$ cat config.mk
export PLATFORM = sky130hd
export DESIGN_NAME = rf_write_arbiter
export DESIGN_NICKNAME = d
export VERILOG_FILES = /design/src/rtl/otter_wb_pkg.sv /design/src/rtl/rf_wr_fifo.sv /design/src/rtl/rf_write_arbiter.sv
export SDC_FILE = /design/constraint.sdc
export NUM_CORES = 1
export LEC_CHECK = 0
export BUFFER_PORTS_ARGS = -buffer_cell sky130_fd_sc_hd__buf_2
export CORE_UTILIZATION = 48
export DETAILED_ROUTE_END_ITERATION = 12
export PLACE_DENSITY_LB_ADDON = 0.12
export SYNTH_ARGS = -nofsm -noshare
export SYNTH_HDL_FRONTEND = slang
export SYNTH_SLANG_ARGS = --single-unit
$ cat constraint.sdc
create_clock -name CLK -period 3.3 [get_ports CLK]
set_clock_uncertainty 0.2 [all_clocks]
set_input_delay 0.165 -clock CLK [delete_from_list [all_inputs] [get_ports CLK]]
set_output_delay 0.165 -clock CLK [all_outputs]
set_load 0.005 [all_outputs]
$ cat src/rtl/otter_wb_pkg.sv
// Shared writeback definitions for the register-file write arbiter.
//
// Contents:
//   REG_ADDR_W          - register-file address width (5)
//   XLEN                - register data width (32)
//   STARVE_MAX_DEFAULT  - default pipeline grants allowed while aux writes wait
//   AUX_ENTRY_W         - width of one buffered auxiliary write {addr, data}
//   wb_state_e          - arbiter states (EMPTY, SHARE, FORCE)
//   wb_write_t          - packed {addr, data} register-file write
package otter_wb_pkg;

  localparam int REG_ADDR_W         = 5;
  localparam int XLEN               = 32;
  localparam int STARVE_MAX_DEFAULT = 4;
  localparam int AUX_ENTRY_W        = REG_ADDR_W + XLEN;

  typedef enum logic [1:0] {
    EMPTY = 2'd0,
    SHARE = 2'd1,
    FORCE = 2'd2
  } wb_state_e;

  typedef struct packed {
    logic [REG_ADDR_W-1:0] addr;
    logic [XLEN-1:0]       data;
  } wb_write_t;

endpackage

$ cat src/rtl/rf_wr_fifo.sv
// Small circular FIFO holding auxiliary register-file writes until granted.
//
// Ports:
//   clk_i, rst_ni  - clock, asynchronous active-low reset
//   push_i         - enqueue wdata_i (ignored when full)
//   wdata_i        - entry to enqueue
//   pop_i          - dequeue the head (ignored when empty)
//   rdata_o        - current head entry (valid while not empty)
//   full_o         - no free slot
//   empty_o        - no stored entry
//   count_o        - registered occupancy
module rf_wr_fifo
  import otter_wb_pkg::*;
#(
  parameter int DEPTH = 2,
  parameter int WIDTH = AUX_ENTRY_W
) (
  input  logic                     clk_i,
  input  logic                     rst_ni,
  input  logic                     push_i,
  input  logic [WIDTH-1:0]         wdata_i,
  input  logic                     pop_i,
  output logic [WIDTH-1:0]         rdata_o,
  output logic                     full_o,
  output logic                     empty_o,
  output logic [$clog2(DEPTH):0]   count_o
);

  localparam int PTR_W = $clog2(DEPTH);
  localparam int CNT_W = PTR_W + 1;

  logic [WIDTH-1:0] mem_q [DEPTH];
  logic [PTR_W-1:0] wr_ptr_q;
  logic [PTR_W-1:0] rd_ptr_q;
  logic [CNT_W-1:0] count_q;
  logic             do_push;
  logic             do_pop;

  assign full_o  = (count_q == CNT_W'(DEPTH));
  assign empty_o = (count_q == '0);
  assign count_o = count_q;
  assign rdata_o = mem_q[rd_ptr_q];

  assign do_push = push_i && !full_o;
  assign do_pop  = pop_i && !empty_o;

  // Storage carries no reset; only pointers and count define validity.
  always_ff @(posedge clk_i) begin
    if (do_push) begin
      mem_q[wr_ptr_q] <= wdata_i;
    end
  end

  // DEPTH is a power of two, so pointer overflow is the modulo wrap.
  always_ff @(posedge clk_i or negedge rst_ni) begin
    if (!rst_ni) begin
      wr_ptr_q <= '0;
      rd_ptr_q <= '0;
      count_q  <= '0;
    end else begin
      if (do_push) begin
        wr_ptr_q <= wr_ptr_q + PTR_W'(1);
      end
      if (do_pop) begin
        rd_ptr_q <= rd_ptr_q + PTR_W'(1);
      end
      case ({do_push, do_pop})
        2'b10:   count_q <= count_q + CNT_W'(1);
        2'b01:   count_q <= count_q - CNT_W'(1);
        default: count_q <= count_q;
      endcase
    end
  end

endmodule

$ cat src/rtl/rf_write_arbiter.sv
// Register-file write-port arbiter between the writeback stage and a buffer
// of long-latency (load/multiply/divide) results. One write is granted per
// cycle and registered onto RF_WE/RF_WA/RF_WD. The pipeline normally has
// priority, but after STARVE_MAX consecutive pipeline grants with buffered
// writes waiting, the buffer head is forced through and the pipeline stalls.
//
// Ports:
//   CLK, RST_N                       - clock, asynchronous active-low reset
//   PIPE_VALID/PIPE_ADDR/PIPE_DATA   - writeback stage write request
//   PIPE_STALL                       - pipeline write not granted this cycle
//   AUX_VALID/AUX_ADDR/AUX_DATA      - auxiliary write offer
//   AUX_READY                        - buffer not full
//   AUX_CNT                          - buffer occupancy
//   RF_WE/RF_WA/RF_WD                - registered register-file write port
module rf_write_arbiter
  import otter_wb_pkg::*;
#(
  parameter int AUX_DEPTH  = 2,
  parameter int STARVE_MAX = STARVE_MAX_DEFAULT
) (
  input  logic                     CLK,
  input  logic                     RST_N,
  input  logic                     PIPE_VALID,
  input  logic [REG_ADDR_W-1:0]    PIPE_ADDR,
  input  logic [XLEN-1:0]          PIPE_DATA,
  output logic                     PIPE_STALL,
  input  logic                     AUX_VALID,
  output logic                     AUX_READY,
  input  logic [REG_ADDR_W-1:0]    AUX_ADDR,
  input  logic [XLEN-1:0]          AUX_DATA,
  output logic [$clog2(AUX_DEPTH):0] AUX_CNT,
  output logic                     RF_WE,
  output logic [REG_ADDR_W-1:0]    RF_WA,
  output logic [XLEN-1:0]          RF_WD
);

  localparam int CNT_W  = $clog2(AUX_DEPTH) + 1;
  localparam int WAIT_W = $clog2(STARVE_MAX + 1);

  wb_state_e             state_q, state_d;
  logic [WAIT_W-1:0]     wait_cnt_q, wait_cnt_d;
  logic                  rf_we_q, rf_we_d;
  logic [REG_ADDR_W-1:0] rf_wa_q, rf_wa_d;
  logic [XLEN-1:0]       rf_wd_q, rf_wd_d;

  logic                  grant_pipe;
  logic                  grant_aux;
  wb_write_t             head;
  wb_write_t             gnt;

  logic                  fifo_push;
  logic                  fifo_full;
  logic                  fifo_empty;
  logic [CNT_W-1:0]      fifo_count;
  logic                  last_entry;

  // Readiness depends only on occupancy, never on a same-cycle dequeue.
  assign AUX_READY  = !fifo_full;
  assign fifo_push  = AUX_VALID && AUX_READY;
  assign last_entry = (fifo_count == CNT_W'(1));

  rf_wr_fifo #(
    .DEPTH (AUX_DEPTH),
    .WIDTH (AUX_ENTRY_W)
  ) u_fifo (
    .clk_i   (CLK),
    .rst_ni  (RST_N),
    .push_i  (fifo_push),
    .wdata_i ({AUX_ADDR, AUX_DATA}),
    .pop_i   (grant_aux),
    .rdata_o (head),
    .full_o  (fifo_full),
    .empty_o (fifo_empty),
    .count_o (fifo_count)
  );

  // Grant selection and next state. The head seen here was stored on an
  // earlier edge, so a write is never granted in its own transfer cycle.
  always_comb begin
    state_d    = state_q;
    wait_cnt_d = wait_cnt_q;
    grant_pipe = 1'b0;
    grant_aux  = 1'b0;
    PIPE_STALL = 1'b0;
    case (state_q)
      EMPTY: begin
        grant_pipe = PIPE_VALID;
        wait_cnt_d = '0;
        if (fifo_push) begin
          state_d = SHARE;
        end
      end
      SHARE: begin
        if (PIPE_VALID) begin
          grant_pipe = 1'b1;
          wait_cnt_d = wait_cnt_q + WAIT_W'(1);
          if (wait_cnt_d == WAIT_W'(STARVE_MAX)) begin
            state_d = FORCE;
          end
        end else begin
          grant_aux  = !fifo_empty;
          wait_cnt_d = '0;
          if (last_entry && !fifo_push) begin
            state_d = EMPTY;
          end
        end
      end
      FORCE: begin
        grant_aux  = !fifo_empty;
        PIPE_STALL = PIPE_VALID;
        wait_cnt_d = '0;
        state_d    = (last_entry && !fifo_push) ? EMPTY : SHARE;
      end
      default: begin
        state_d    = EMPTY;
        wait_cnt_d = '0;
      end
    endcase
  end

  // Granted write payload; writes to x0 are consumed but never committed.
  always_comb begin
    gnt     = grant_aux ? head : wb_write_t'({PIPE_ADDR, PIPE_DATA});
    rf_we_d = (grant_pipe || grant_aux) && (gnt.addr != '0);
    rf_wa_d = rf_wa_q;
    rf_wd_d = rf_wd_q;
    if (grant_pipe || grant_aux) begin
      rf_wa_d = gnt.addr;
      rf_wd_d = gnt.data;
    end
  end

  always_ff @(posedge CLK or negedge RST_N) begin
    if (!RST_N) begin
      state_q    <= EMPTY;
      wait_cnt_q <= '0;
      rf_we_q    <= 1'b0;
      rf_wa_q    <= '0;
      rf_wd_q    <= '0;
    end else begin
      state_q    <= state_d;
      wait_cnt_q <= wait_cnt_d;
      rf_we_q    <= rf_we_d;
      rf_wa_q    <= rf_wa_d;
      rf_wd_q    <= rf_wd_d;
    end
  end

  assign AUX_CNT = fifo_count;
  assign RF_WE   = rf_we_q;
  assign RF_WA   = rf_wa_q;
  assign RF_WD   = rf_wd_q;

endmodule

==> impl_results.html, run 1 <==
<table>
<tr><th>Metric</th><th>Value</th></tr>
<tr><th colspan="2">Placement</th></tr>
<tr><td>HPWL after detailed placement</td><td>6.54 mm</td></tr>
<tr><td>Setup slack after placement</td><td>0.891 ns</td></tr>
<tr><td>Port buffer count</td><td>119</td></tr>
<tr><td>Final Wtd Congestion</td><td>0.762</td></tr>
<tr><th colspan="2">Routing</th></tr>
<tr><td>Total number of vias</td><td>3680</td></tr>
<tr><td>Detailed router's first-iteration violation count</td><td>173</td></tr>
<tr><td>Vias per inst</td><td>just over 5</td></tr>
<tr><td>Final Routed Wirelength</td><td>11.0 mm</td></tr>
<tr><td>Drc violations</td><td>0</td></tr>
<tr><td>First-pass detailed-route iteration total</td><td>4</td></tr>
<tr><td>Antenna violation net count after detailed routing</td><td>0</td></tr>
<tr><td>Routed wirelength normalized by instance count</td><td>15.1 µm</td></tr>
<tr><th colspan="2">Timing</th></tr>
<tr><td>Share of the cycle needed by the critical path after routing</td><td>73.5%</td></tr>
<tr><td>RSZ-0062 raised after global routing</td><td>no</td></tr>
<tr><td>Number of endpoints with negative hold slack in the final report</td><td>0</td></tr>
<tr><td>Setup tns final</td><td>0 ns</td></tr>
<tr><td>Worst slew margin</td><td>51.8%</td></tr>
<tr><td>Setup WS post-layout</td><td>0.873 ns</td></tr>
<tr><td>Post-layout minimum cycle time</td><td>2.43 ns</td></tr>
<tr><td>Max Clock Freq</td><td>between 400 and 500 MHz</td></tr>
<tr><td>Finish-stage setup viols</td><td>0</td></tr>
<tr><td>Final-report max-slew violation count</td><td>0</td></tr>
<tr><td>Slew at the pin closest to its max-slew limit</td><td>0.723 ns</td></tr>
<tr><th colspan="2">Logic synthesis</th></tr>
<tr><td>Summed instance area of the synthesized netlist</td><td>slightly below 5000 µm²</td></tr>
<tr><td>Synthesis warning total</td><td>0</td></tr>
<tr><td>Post-synth EDFFs</td><td>74</td></tr>
<tr><td>Number of distinct library cells after synthesis</td><td>36</td></tr>
<tr><td>#FFs+latches synth</td><td>121</td></tr>
<tr><td>Most common flop cell mapped by yosys</td><td>sky130_fd_sc_hd__edfxtp_1</td></tr>
<tr><td>Number of standard cells after synthesis</td><td>381</td></tr>
<tr><td>Mapped Nets</td><td>around 470</td></tr>
<tr><td>Register area share after synthesis</td><td>68.4%</td></tr>
<tr><td>Syn Area/Cell</td><td>between 10 and 15 µm²</td></tr>
<tr><td>Ys async rst share</td><td>38.8%</td></tr>
<tr><th colspan="2">Floorplan</th></tr>
<tr><td>I/O Pins</td><td>120</td></tr>
<tr><td>Die Width</td><td>roughly 100 µm</td></tr>
<tr><td>Number of placement rows</td><td>36</td></tr>
<tr><td>Total die area</td><td>10800 µm²</td></tr>
<tr><td>Die H</td><td>104 µm</td></tr>
<tr><td>Area of the core region</td><td>9910 µm²</td></tr>
<tr><td>Initial core utilization</td><td>between 50% and 60%</td></tr>
<tr><th colspan="2">CTS</th></tr>
<tr><td>H-tree depth</td><td>4</td></tr>
<tr><td>Maximum clock path buffer count</td><td>2</td></tr>
<tr><td>Clock Root Buffer</td><td>sky130_fd_sc_hd__clkbuf_8</td></tr>
<tr><td>Clock buffer count from CTS</td><td>17</td></tr>
<tr><td>Clock slew seen by the registers of the worst setup and hold paths</td><td>0.05 ns</td></tr>
<tr><td>Clock Sinks</td><td>121</td></tr>
<tr><td>Clock tree from TritonCTS</td><td>done</td></tr>
<tr><td>Post-CTS setup buffers</td><td>0</td></tr>
<tr><td>Worst-Skew Late Latency</td><td>approximately 0.49 ns</td></tr>
<tr><th colspan="2">Worst setup path</th></tr>
<tr><td>Critical path launch point type</td><td>flip-flop</td></tr>
<tr><td>Endpoint required time on the critical path</td><td>3.50 ns</td></tr>
<tr><td>End of the worst register-to-register path</td><td>RF_WD[30]</td></tr>
<tr><td>Critical path capture point type</td><td>flip-flop</td></tr>
<tr><td>Maximum fanout along the worst path</td><td>33</td></tr>
<tr><td>Critical Setup Path Class</td><td>reg2reg</td></tr>
<tr><td>Flop-to-flop setup slack</td><td>~0.87 ns</td></tr>
<tr><td>Startpoint of the worst-slack reg-to-reg timing path</td><td>state_q[1]</td></tr>
<tr><td>Worst Reg-to-Reg Cells</td><td>7</td></tr>
<tr><td>Critical path data arrival time</td><td>2.62 ns</td></tr>
<tr><th colspan="2">GRT</th></tr>
<tr><td>Global-route usage over all layers</td><td>between 20% and 30%</td></tr>
<tr><td>Remaining Overflow, GRT</td><td>0</td></tr>
<tr><td>Initial antenna violation count</td><td>0</td></tr>
<tr><td>Vias in the first global route</td><td>about 3700</td></tr>
<tr><td>Pin count of the biggest net entering global routing</td><td>43</td></tr>
<tr><td>Global-route wire length before repair</td><td>~18 mm</td></tr>
<tr><th colspan="2">Run</th></tr>
<tr><td>Maximum Capacitance Violations</td><td>0</td></tr>
<tr><th colspan="2">Outcome</th></tr>
<tr><td>Outcome</td><td>finished clean</td></tr>
<tr><th colspan="2">Cells and area</th></tr>
<tr><td>Total inserted antenna cells</td><td>0</td></tr>
<tr><td># nets final</td><td>669</td></tr>
<tr><td>Area added between synthesis and finish</td><td>42.5%</td></tr>
<tr><td>Filler instances</td><td>683</td></tr>
<tr><td>Layout cells sized above 1</td><td>roughly 28%</td></tr>
<tr><th colspan="2">Pwr</th></tr>
<tr><td>Leakage power</td><td>2.92 nW</td></tr>
<tr><td>Maximum resistive drop on vdd</td><td>0.590 mV</td></tr>
<tr><td>Pwr Density</td><td>859 nW/µm²</td></tr>
<tr><th colspan="2">Min path</th></tr>
<tr><td>Path category of the worst min-delay check</td><td>in2async</td></tr>
</table>
==> sequential cells by signal, summed over array words and instances, names as in the netlist <==
signal	flops
u_fifo.rd_ptr_q	1
state_q	2
RF_WA	5
u_fifo.mem_q	74
RF_WE	1
RF_WD	32
wait_cnt_q	3
u_fifo.count_o	2
u_fifo.wr_ptr_q	1
==> logic make-up (layout without fill, tap and decap cells) <==
kind of cell / after synthesis / in the layout / synth area share [%]
AND/OR/NAND/NOR: 129 / 129 / 12.5
flip-flops: 121 / 121 / 68.4
AO/OA/AOI/OAI: 84 / 84 / 11.9
buffers and inverters: 30 / 243 / 3.25
adder cells (fa/ha/maj): 10 / 10 / 2.52
XOR/XNOR: 5 / 5 / 0.881
multiplexers: 2 / 2 / 0.504
==> through the flow <==
stage	std cells	instance area (µm²)	util, %	power (mW)	hold WS (ns)
3_3_place_gp	618	5690	57.4	4.10	0.0757
2_1_floorplan	381	4970	-	3.53	-0.331
6_report	727	7080	71.4	6.08	0.0659
3_5_place_dp	618	5690	57.4	4.15	0.0664
5_1_grt	727	7080	71.4	6.46	0.123
4_1_cts	727	7080	71.4	6.13	0.0860
==> per-layer routing <==
layer / part of all wire (%) / wire length, µm / up-vias / track usage [%]
li1: - / - / 1795 / -
met2: 50 / 5530 / 100 / 34.8
met3: 3.4 / 379 / 8 / 5.41
met5: 0 / 0 / - / 0
met4: 1.0 / 112 / 0 / 6.94
met1: 45 / 4960 / 1777 / 28.8
==> synthesized netlist by cell type (4+ instances only) <==
cell	instances	area [µm²]
sky130_fd_sc_hd__dfrtp_1	47	1180
sky130_fd_sc_hd__xnor2_1	5	43.8
sky130_fd_sc_hd__nand2_1	76	285
sky130_fd_sc_hd__nor2_1	4	15.0
sky130_fd_sc_hd__buf_4	4	30.0
sky130_fd_sc_hd__inv_1	6	22.5
sky130_fd_sc_hd__ha_1	10	125
sky130_fd_sc_hd__edfxtp_1	74	2220
sky130_fd_sc_hd__buf_2	14	70.1
sky130_fd_sc_hd__a31oi_1	37	231
sky130_fd_sc_hd__a211oi_1	37	278
sky130_fd_sc_hd__nor2b_1	36	225
==> cell usage in the layout (no fill, tap or decap), types with 2 or more instances in the layout <==
cell type	Yosys	layout
sky130_fd_sc_hd__dfrtp_1	47	46
sky130_fd_sc_hd__clkbuf_16	0	16
sky130_fd_sc_hd__buf_2	14	119
sky130_fd_sc_hd__o21ai_0	2	2
sky130_fd_sc_hd__a31oi_1	37	37
sky130_fd_sc_hd__clkinv_4	0	2
sky130_fd_sc_hd__nor2b_1	36	36
sky130_fd_sc_hd__and2b_1	2	2
sky130_fd_sc_hd__ha_1	10	10
sky130_fd_sc_hd__clkbuf_1	2	2
sky130_fd_sc_hd__nor2_1	4	3
sky130_fd_sc_hd__edfxtp_1	74	74
sky130_fd_sc_hd__clkbuf_8	0	3
sky130_fd_sc_hd__xnor2_1	5	5
sky130_fd_sc_hd__inv_1	6	6
sky130_fd_sc_hd__nand3b_1	2	2
sky130_fd_sc_hd__or4_1	2	2
sky130_fd_sc_hd__dlygate4sd3_1	0	77
sky130_fd_sc_hd__clkinvlp_4	0	3
sky130_fd_sc_hd__nand2_1	76	76
sky130_fd_sc_hd__buf_4	4	8
sky130_fd_sc_hd__clkinv_2	0	2
sky130_fd_sc_hd__o21ai_4	1	2
sky130_fd_sc_hd__bufinv_16	0	4
sky130_fd_sc_hd__a211oi_1	37	37
==> critical path: stages (launching register included) <==
cell	delay, ns
sky130_fd_sc_hd__dfrtp_1	0.39
sky130_fd_sc_hd__inv_1	0.08
sky130_fd_sc_hd__ha_1	0.27
sky130_fd_sc_hd__nor2b_2	0.20
sky130_fd_sc_hd__o21ai_4	0.47
sky130_fd_sc_hd__buf_4	0.43
sky130_fd_sc_hd__a211oi_1	0.09
sky130_fd_sc_hd__a31oi_1	0.20
==> report_power, final <==
part	switching [mW]	internal (mW)
Combinational	0.980	0.775
Sequential	0.282	2.15
Clock	0.627	1.27
Total	1.89	4.19
==> cell type report <==
class | count | area, µm² | share of cell area (%)
clock buffer | 21 | 449 | 6.35
timing repair buffer | 205 | 1450 | 20.4
clock inverter | 11 | 170 | 2.40
sequential | 121 | 3400 | 48.0
tap | 133 | 166 | 2.35
inverter | 6 | 22.5 | 0.318
multi-input combinational | 230 | 1430 | 20.1
==> worst max-delay path by stage <==
| stage | startpoint | endpoint | slack, ns | cells past startpoint |
|---|---|---|---|---|
| floorplan | u_fifo.count_o[0] | u_fifo.mem_q[0][0] | 0.16 | 5 |
| global placement | state_q[1] | RF_WD[22] | 0.97 | 7 |
| detailed placement | state_q[1] | RF_WA[4] | 0.89 | 7 |
| CTS | state_q[1] | RF_WD[22] | 0.87 | 7 |
| global route | state_q[1] | RF_WA[1] | 0.70 | 7 |
| finish | state_q[1] | RF_WD[30] | 0.87 | 7 |
==> repair_timing <==
| item | CTS | global route |
|---|---|---|
| setup endpoints to repair | 0 | 0 |
| hold buffers | 77 | 0 |
| resized for setup | 0 | 0 |
| endpoints found under the hold margin | 145 | 0 |
No activity file was read; power rests on OpenSTA's default activity.
==> run 2, diff against run 1 <==
CORE_UTILIZATION = 53   (was 48)
clock period = 2.5 ns   (was 3.3 ns; I/O delays follow)
==> impl_results.html, run 2 (synthesis results as in run 1) <==
<table>
<tr><th>Metric</th><th>Value</th></tr>
<tr><th colspan="2">Cells and area</th></tr>
<tr><td># nets final</td><td>671 (+0.30%)</td></tr>
<tr><td>Total inserted antenna cells</td><td>0 (unchanged)</td></tr>
<tr><td>Leading cell type in the layout, fill and taps excluded</td><td>sky130_fd_sc_hd__buf_2</td></tr>
<tr><td>Layout cells sized above 1</td><td>28.7% (+0.58 points)</td></tr>
<tr><td>Area added between synthesis and finish</td><td>43.7%</td></tr>
<tr><td>Number of flip-flops under the largest register name</td><td>74 (unchanged)</td></tr>
<tr><td>Commonest cells after routing, fill and taps aside</td><td>sky130_fd_sc_hd__buf_2, sky130_fd_sc_hd__dlygate4sd3_1, sky130_fd_sc_hd__nand2_1</td></tr>
<tr><td>Register bank with the most flops</td><td>u_fifo.mem_q</td></tr>
<tr><td>Filler instances</td><td>484 (-29%)</td></tr>
<tr><th colspan="2">Pwr</th></tr>
<tr><td>Maximum resistive drop on vdd</td><td>0.776 mV (+32%)</td></tr>
<tr><td>Leakage power</td><td>2.96 nW (+1.4%)</td></tr>
<tr><td>Pwr Density</td><td>1170 nW/µm² (+36%)</td></tr>
<tr><td>Pwr Total</td><td>8.33 mW (+37%)</td></tr>
<tr><th colspan="2">Placement</th></tr>
<tr><td>Port buffer count</td><td>119 (unchanged)</td></tr>
<tr><td>HPWL after detailed placement</td><td>6.41 mm (-1.9%)</td></tr>
<tr><td>Final Wtd Congestion</td><td>0.768 (+0.80%)</td></tr>
<tr><th colspan="2">CTS</th></tr>
<tr><td>Clock slew seen by the registers of the worst setup and hold paths</td><td>0.06 ns (about the same)</td></tr>
<tr><td>Clock Root Buffer</td><td>sky130_fd_sc_hd__clkbuf_8</td></tr>
<tr><td>Maximum clock path buffer count</td><td>2 (unchanged)</td></tr>
<tr><td>Clock Sinks</td><td>121 (unchanged)</td></tr>
<tr><td>Clock tree from TritonCTS</td><td>done</td></tr>
<tr><td>Worst-Skew Late Latency</td><td>0.51 ns (+0.02 ns)</td></tr>
<tr><td>Clock buffer count from CTS</td><td>17 (unchanged)</td></tr>
<tr><td>H-tree depth</td><td>4 (unchanged)</td></tr>
<tr><td>Post-CTS setup buffers</td><td>0 (unchanged)</td></tr>
<tr><th colspan="2">Timing</th></tr>
<tr><td>Share of the cycle needed by the critical path after routing</td><td>90.1% (+17 points)</td></tr>
<tr><td>RSZ-0062 raised after global routing</td><td>no</td></tr>
<tr><td>Max Clock Freq</td><td>444 MHz (+7.7%)</td></tr>
<tr><td>Worst slew margin</td><td>54.0% (+2.2 points)</td></tr>
<tr><td>Finish-stage setup viols</td><td>0 (unchanged)</td></tr>
<tr><td>Slew at the pin closest to its max-slew limit</td><td>0.690 ns (-0.0333 ns)</td></tr>
<tr><td>Post-layout minimum cycle time</td><td>2.25 ns (-0.174 ns)</td></tr>
<tr><td>Number of endpoints with negative hold slack in the final report</td><td>11 (+11)</td></tr>
<tr><td>Final-report max-slew violation count</td><td>0 (unchanged)</td></tr>
<tr><td>Setup tns final</td><td>0 ns (unchanged)</td></tr>
<tr><td>Hold slack</td><td>-0.00192 ns (-0.0679 ns)</td></tr>
<tr><th colspan="2">Routing</th></tr>
<tr><td>Vias per inst</td><td>5.35 (+5.6%)</td></tr>
<tr><td>Antenna violation net count after detailed routing</td><td>0 (unchanged)</td></tr>
<tr><td>Total number of vias</td><td>3764 (+2.3%)</td></tr>
<tr><td>Final Routed Wirelength</td><td>11.6 mm (+5.9%)</td></tr>
<tr><td>Detailed router's first-iteration violation count</td><td>164 (-5.2%)</td></tr>
<tr><td>Drc violations</td><td>0 (unchanged)</td></tr>
<tr><td>First-pass detailed-route iteration total</td><td>5 (+1)</td></tr>
<tr><td>Routed wirelength normalized by instance count</td><td>16.5 µm (+9.4%)</td></tr>
<tr><th colspan="2">Worst setup path</th></tr>
<tr><td>Critical Setup Path Class</td><td>reg2reg</td></tr>
<tr><td>Critical path data arrival time</td><td>2.44 ns (-0.18 ns)</td></tr>
<tr><td>Maximum fanout along the worst path</td><td>42 (+27%)</td></tr>
<tr><td>Worst Reg-to-Reg Cells</td><td>9 (+2)</td></tr>
<tr><td>Critical path capture point type</td><td>flip-flop</td></tr>
<tr><td>Critical path launch point type</td><td>flip-flop</td></tr>
<tr><td>Endpoint required time on the critical path</td><td>2.69 ns (-0.81 ns)</td></tr>
<tr><th colspan="2">GRT</th></tr>
<tr><td>Pin count of the biggest net entering global routing</td><td>45 (+4.7%)</td></tr>
<tr><td>Vias in the first global route</td><td>3919 (+5.5%)</td></tr>
<tr><td>Global-route wire length before repair</td><td>18.3 mm (+1.0%)</td></tr>
<tr><td>Remaining Overflow, GRT</td><td>0 (unchanged)</td></tr>
<tr><td>Global-route usage over all layers</td><td>25.1% (+3.6 points)</td></tr>
<tr><td>Initial antenna violation count</td><td>0 (unchanged)</td></tr>
<tr><th colspan="2">Floorplan</th></tr>
<tr><td>Die Width</td><td>98.8 µm (-4.7%)</td></tr>
<tr><td>Number of placement rows</td><td>34 (-5.6%)</td></tr>
<tr><td>Area of the core region</td><td>8890 µm² (-10%)</td></tr>
<tr><td>I/O Pins</td><td>120 (unchanged)</td></tr>
<tr><td>Die H</td><td>98.8 µm (-4.7%)</td></tr>
<tr><td>Total die area</td><td>9770 µm² (-9.3%)</td></tr>
<tr><td>Initial core utilization</td><td>55.9% (+5.7 points)</td></tr>
<tr><th colspan="2">Outcome</th></tr>
<tr><td>Outcome</td><td>complete, but fails checks</td></tr>
<tr><td>Violated checks</td><td>negative hold slack</td></tr>
<tr><th colspan="2">Min path</th></tr>
<tr><td>Path category of the worst min-delay check</td><td>in2async</td></tr>
<tr><th colspan="2">Run</th></tr>
<tr><td>Maximum Capacitance Violations</td><td>0 (unchanged)</td></tr>
</table>
[run 2: critical path, stage by stage, from the launching register on]
cell and delay [ns]:
sky130_fd_sc_hd__dfrtp_1 0.39, sky130_fd_sc_hd__inv_1 0.09, sky130_fd_sc_hd__ha_1 0.28, sky130_fd_sc_hd__nor2b_2 0.21, sky130_fd_sc_hd__o21ai_4 0.17, sky130_fd_sc_hd__buf_12 0.23, sky130_fd_sc_hd__inv_1 0.07, sky130_fd_sc_hd__ha_1 0.35
sky130_fd_sc_hd__nand2_1 0.08, sky130_fd_sc_hd__o21ai_0 0.07
[run 2: layout make-up]
cell class / instances / area, µm² / area share [%]
multi-input combinational: 230 / 1430 / 20.0
inverter: 6 / 22.5 / 0.315
clock inverter: 13 / 216 / 3.03
timing repair buffer: 207 / 1500 / 21.0
clock buffer: 19 / 442 / 6.19
sequential: 121 / 3400 / 47.6
tap: 108 / 135 / 1.89
[run 2: what timing repair did]
| item | 4_1_cts | 5_1_grt |
|---|---|---|
| hold endpoints to repair | 164 | 0 |
| gates resized for setup | 0 | 0 |
| hold buffers | 77 | 0 |
[run 2: per-layer routing]
layer	share of wire [%]	routed length, µm	vias up	GRT usage, %
met2	53	6190	137	45.8
met4	1.2	140	0	10.8
li1	-	-	1802	-
met5	0	0	-	0
met1	40	4670	1811	28.0
met3	5.5	646	14	6.03
[run 2: through the flow]
step                      util (%)  cells  cell area, µm²  setup slack, ns
after floorplan                  -    381            4980            0.222
after global placement        64.2    595            5710            0.379
after detailed placement      64.2    595            5710            0.310
after CTS                     80.3    704            7140            0.261
after global routing          80.3    704            7140            0.134
final                         80.3    704            7140            0.247
[run 2: worst paths after layout]
check,slack (ns),from,endpoint
min in group CLK,0.14,AUX_ADDR[1],u_fifo.mem_q[1][33]
max,0.25,state_q[1],u_fifo.count_o[1]
max reg2reg,0.25,state_q[1],u_fifo.count_o[1]
min reg2reg,0.28,wait_cnt_q[0],wait_cnt_q[0]
min,-0.002,RST_N,RF_WD[8]
max in group asynchronous,1.46,RST_N,RF_WD[12]
[run 2: report_power, final]
part	switching (mW)	total (mW)	internal, mW
clock network	0.893	2.68	1.78
registers	0.298	3.14	2.84
logic	1.44	2.52	1.08
==> run 3, diff against run 2 <==
HOLD_SLACK_MARGIN = 0.03   (was unset)
==> impl_results.html, run 3 (synthesis results as in run 1) <==
<table>
<tr><th>Metric</th><th>Value</th></tr>
<tr><th colspan="2">Cells and area</th></tr>
<tr><td>Sequential cell area in the final layout</td><td>3400 µm² (unchanged)</td></tr>
<tr><td># nets final</td><td>673 (+0.30%)</td></tr>
<tr><td>Total inserted antenna cells</td><td>0 (unchanged)</td></tr>
<tr><td>Number of flip-flops under the largest register name</td><td>74 (unchanged)</td></tr>
<tr><td>Filler instances</td><td>483 (-0.21%)</td></tr>
<tr><td>Leading cell type in the layout, fill and taps excluded</td><td>sky130_fd_sc_hd__buf_2</td></tr>
<tr><td>Final instance area</td><td>7170 µm² (+0.42%)</td></tr>
<tr><td>Register bank with the most flops</td><td>u_fifo.mem_q</td></tr>
<tr><td>Layout cells sized above 1</td><td>28.8% (+0.071 points)</td></tr>
<tr><td>Cell Count, Final, Fillers Out</td><td>706 (+0.28%)</td></tr>
<tr><td>Multi-input combinational cell area</td><td>1430 µm² (unchanged)</td></tr>
<tr><td>Area added between synthesis and finish</td><td>44.3%</td></tr>
<tr><td>Commonest cells after routing, fill and taps aside</td><td>sky130_fd_sc_hd__buf_2, sky130_fd_sc_hd__dlygate4sd3_1, sky130_fd_sc_hd__nand2_1</td></tr>
<tr><th colspan="2">GRT</th></tr>
<tr><td>Initial antenna violation count</td><td>0 (unchanged)</td></tr>
<tr><td>Global-route wire length before repair</td><td>18.3 mm (+0.30%)</td></tr>
<tr><td>Vias in the first global route</td><td>3926 (+0.18%)</td></tr>
<tr><td>Global-route usage over all layers</td><td>25.2% (+0.13 points)</td></tr>
<tr><td>Pin count of the biggest net entering global routing</td><td>45 (unchanged)</td></tr>
<tr><td>Remaining Overflow, GRT</td><td>0 (unchanged)</td></tr>
<tr><th colspan="2">Floorplan</th></tr>
<tr><td>I/O Pins</td><td>120 (unchanged)</td></tr>
<tr><td>Total die area</td><td>9770 µm² (unchanged)</td></tr>
<tr><td>Die H</td><td>98.8 µm (unchanged)</td></tr>
<tr><td>Initial core utilization</td><td>55.9% (unchanged)</td></tr>
<tr><td>Area of the core region</td><td>8890 µm² (unchanged)</td></tr>
<tr><td>Die Width</td><td>98.8 µm (unchanged)</td></tr>
<tr><td>Number of placement rows</td><td>34 (unchanged)</td></tr>
<tr><th colspan="2">Min path</th></tr>
<tr><td>Path category of the worst min-delay check</td><td>in2reg</td></tr>
<tr><th colspan="2">CTS</th></tr>
<tr><td>Clock slew seen by the registers of the worst setup and hold paths</td><td>0.06 ns (about the same)</td></tr>
<tr><td>Clock buffer count from CTS</td><td>17 (unchanged)</td></tr>
<tr><td>Post-cts repair resize count</td><td>0 (unchanged)</td></tr>
<tr><td>H-tree depth</td><td>4 (unchanged)</td></tr>
<tr><td>Clock Root Buffer</td><td>sky130_fd_sc_hd__clkbuf_8</td></tr>
<tr><td>Worst-Skew Late Latency</td><td>0.51 ns (about the same)</td></tr>
<tr><td>Post-CTS setup buffers</td><td>0 (unchanged)</td></tr>
<tr><td>Maximum clock path buffer count</td><td>2 (unchanged)</td></tr>
<tr><td>Clock Sinks</td><td>121 (unchanged)</td></tr>
<tr><td>Clock tree from TritonCTS</td><td>done</td></tr>
<tr><th colspan="2">Timing</th></tr>
<tr><td>Worst slew margin</td><td>68.6% (+15 points)</td></tr>
<tr><td>Final-report max-slew violation count</td><td>0 (unchanged)</td></tr>
<tr><td>Max Clock Freq</td><td>447 MHz (+0.62%)</td></tr>
<tr><td>Number of endpoints with negative hold slack in the final report</td><td>0 (-11)</td></tr>
<tr><td>RSZ-0062 raised after global routing</td><td>no</td></tr>
<tr><td>Setup tns final</td><td>0 ns (unchanged)</td></tr>
<tr><td>Finish-stage setup viols</td><td>0 (unchanged)</td></tr>
<tr><td>Share of the cycle needed by the critical path after routing</td><td>89.6% (-0.56 points)</td></tr>
<tr><td>Slew at the pin closest to its max-slew limit</td><td>0.469 ns (-0.221 ns)</td></tr>
<tr><td>Setup WS post-layout</td><td>0.261 ns (+0.0139 ns)</td></tr>
<tr><td>Post-layout minimum cycle time</td><td>2.24 ns (-0.0139 ns)</td></tr>
<tr><th colspan="2">Worst setup path</th></tr>
<tr><td>Flop-to-flop setup slack</td><td>0.26 ns (about the same)</td></tr>
<tr><td>Endpoint required time on the critical path</td><td>2.69 ns (about the same)</td></tr>
<tr><td>Maximum fanout along the worst path</td><td>42 (unchanged)</td></tr>
<tr><td>Critical path capture point type</td><td>flip-flop</td></tr>
<tr><td>Cells along the critical path</td><td>inv_1 &gt; ha_1 &gt; nor2b_2 &gt; o21ai_4 &gt; buf_12 &gt; inv_1 &gt; ha_1 &gt; nand2_1 &gt; o21ai_0</td></tr>
<tr><td>Critical Setup Path Class</td><td>reg2reg</td></tr>
<tr><td>Highest-delay cell along the critical path</td><td>sky130_fd_sc_hd__dfrtp_1</td></tr>
<tr><td>Critical path data arrival time</td><td>2.43 ns (about the same)</td></tr>
<tr><td>Max stage delay on crit path</td><td>0.39 ns (about the same)</td></tr>
<tr><td>Critical path launch point type</td><td>flip-flop</td></tr>
<tr><th colspan="2">Pwr</th></tr>
<tr><td>Pwr Density</td><td>1160 nW/µm² (-0.46%)</td></tr>
<tr><td>Maximum resistive drop on vdd</td><td>0.775 mV (-0.22%)</td></tr>
<tr><td>Pwr Total</td><td>8.33 mW (about the same)</td></tr>
<tr><td>Leakage power</td><td>2.98 nW (+0.46%)</td></tr>
<tr><th colspan="2">Placement</th></tr>
<tr><td>Final Wtd Congestion</td><td>0.768 (unchanged)</td></tr>
<tr><td>HPWL after detailed placement</td><td>6.41 mm (unchanged)</td></tr>
<tr><td>Port buffer count</td><td>119 (unchanged)</td></tr>
<tr><td>Setup slack after placement</td><td>0.310 ns (unchanged)</td></tr>
<tr><td>Post-placement cell area</td><td>5710 µm² (unchanged)</td></tr>
<tr><td>Dpl cells</td><td>595 (unchanged)</td></tr>
<tr><th colspan="2">Outcome</th></tr>
<tr><td>Outcome</td><td>finished clean</td></tr>
<tr><th colspan="2">Routing</th></tr>
<tr><td>Drc violations</td><td>0 (unchanged)</td></tr>
<tr><td>Vias per inst</td><td>5.37 (+0.48%)</td></tr>
<tr><td>First-pass detailed-route iteration total</td><td>6 (+1)</td></tr>
<tr><td>Antenna violation net count after detailed routing</td><td>0 (unchanged)</td></tr>
<tr><td>Final Routed Wirelength</td><td>11.7 mm (about the same)</td></tr>
<tr><td>Detailed router's first-iteration violation count</td><td>176 (+7.3%)</td></tr>
<tr><td>Total number of vias</td><td>3793 (+0.77%)</td></tr>
<tr><td>Routed wirelength normalized by instance count</td><td>16.5 µm (-0.19%)</td></tr>
<tr><th colspan="2">Run</th></tr>
<tr><td>Maximum Capacitance Violations</td><td>0 (unchanged)</td></tr>
</table>
[run 3: cell types whose count changed in the layout (fill, tap and decap cells not counted), sizes merged]
cell	before	now
dlygate4sd3	77	78
buf	130	131
[run 3: critical path: cells and delay by family (launching register included)]
| family | cells | cell delay [ns] |
|---|---|---|
| buffers and inverters | 3 | 0.38 |
| AOI/OAI and AO/OA | 2 | 0.24 |
| adders and majority gates | 2 | 0.63 |
| and+or+nand+nor | 2 | 0.29 |
| DFF | 1 | 0.39 |
[run 3: stage by stage]
stage	hold WS (ns)	utilization (%)
global placement	-0.00783	64.2
CTS	0.111	80.6
floorplan	-0.371	-
finish	0.135	80.6
detailed placement	0.00790	64.2
global route	0.128	80.6
[run 3: cell type report]
cell class	count	area share (%)
well taps	108	1.88
multi-input cells	230	19.9
inverters	6	0.314
clock buffers	19	6.16
repair buffers	209	21.3
clock inverters	13	3.02
flip-flops and latches	121	47.4
[run 3: worst paths after layout]
path / from / cells after the start / end
worst max-delay path: state_q[1] / 9 / u_fifo.count_o[1]
worst min-delay path: AUX_ADDR[1] / 2 / u_fifo.mem_q[1][33]
worst max register to register: state_q[1] / 9 / u_fifo.count_o[1]
worst min register to register: wait_cnt_q[0] / 1 / wait_cnt_q[0]
max in group asynchronous: RST_N / 4 / RF_WD[12]
min in group asynchronous: RST_N / 4 / RF_WD[2]
[run 3: where the power goes]
group | total, mW | switching (mW) | internal [mW]
Combinational | 2.52 | 1.44 | 1.09
Clock | 2.67 | 0.885 | 1.78
Sequential | 3.14 | 0.296 | 2.84
[run 3: layer usage]
| layer | vias to the layer above | GRT usage, % | routed length, µm |
|---|---|---|---|
| li1 | 1812 | - | - |
| met1 | 1828 | 27.9 | 4640 |
| met2 | 133 | 45.8 | 6230 |
| met3 | 20 | 6.03 | 563 |
| met4 | 0 | 11.8 | 227 |
| met5 | - | 0 | 0 |
[run 3: what timing repair did]
item | 4_1_cts | 5_1_grt
setup endpoints to repair | 0 | 0
hold endpoints to repair | 165 | 0
hold buffers | 79 | 0
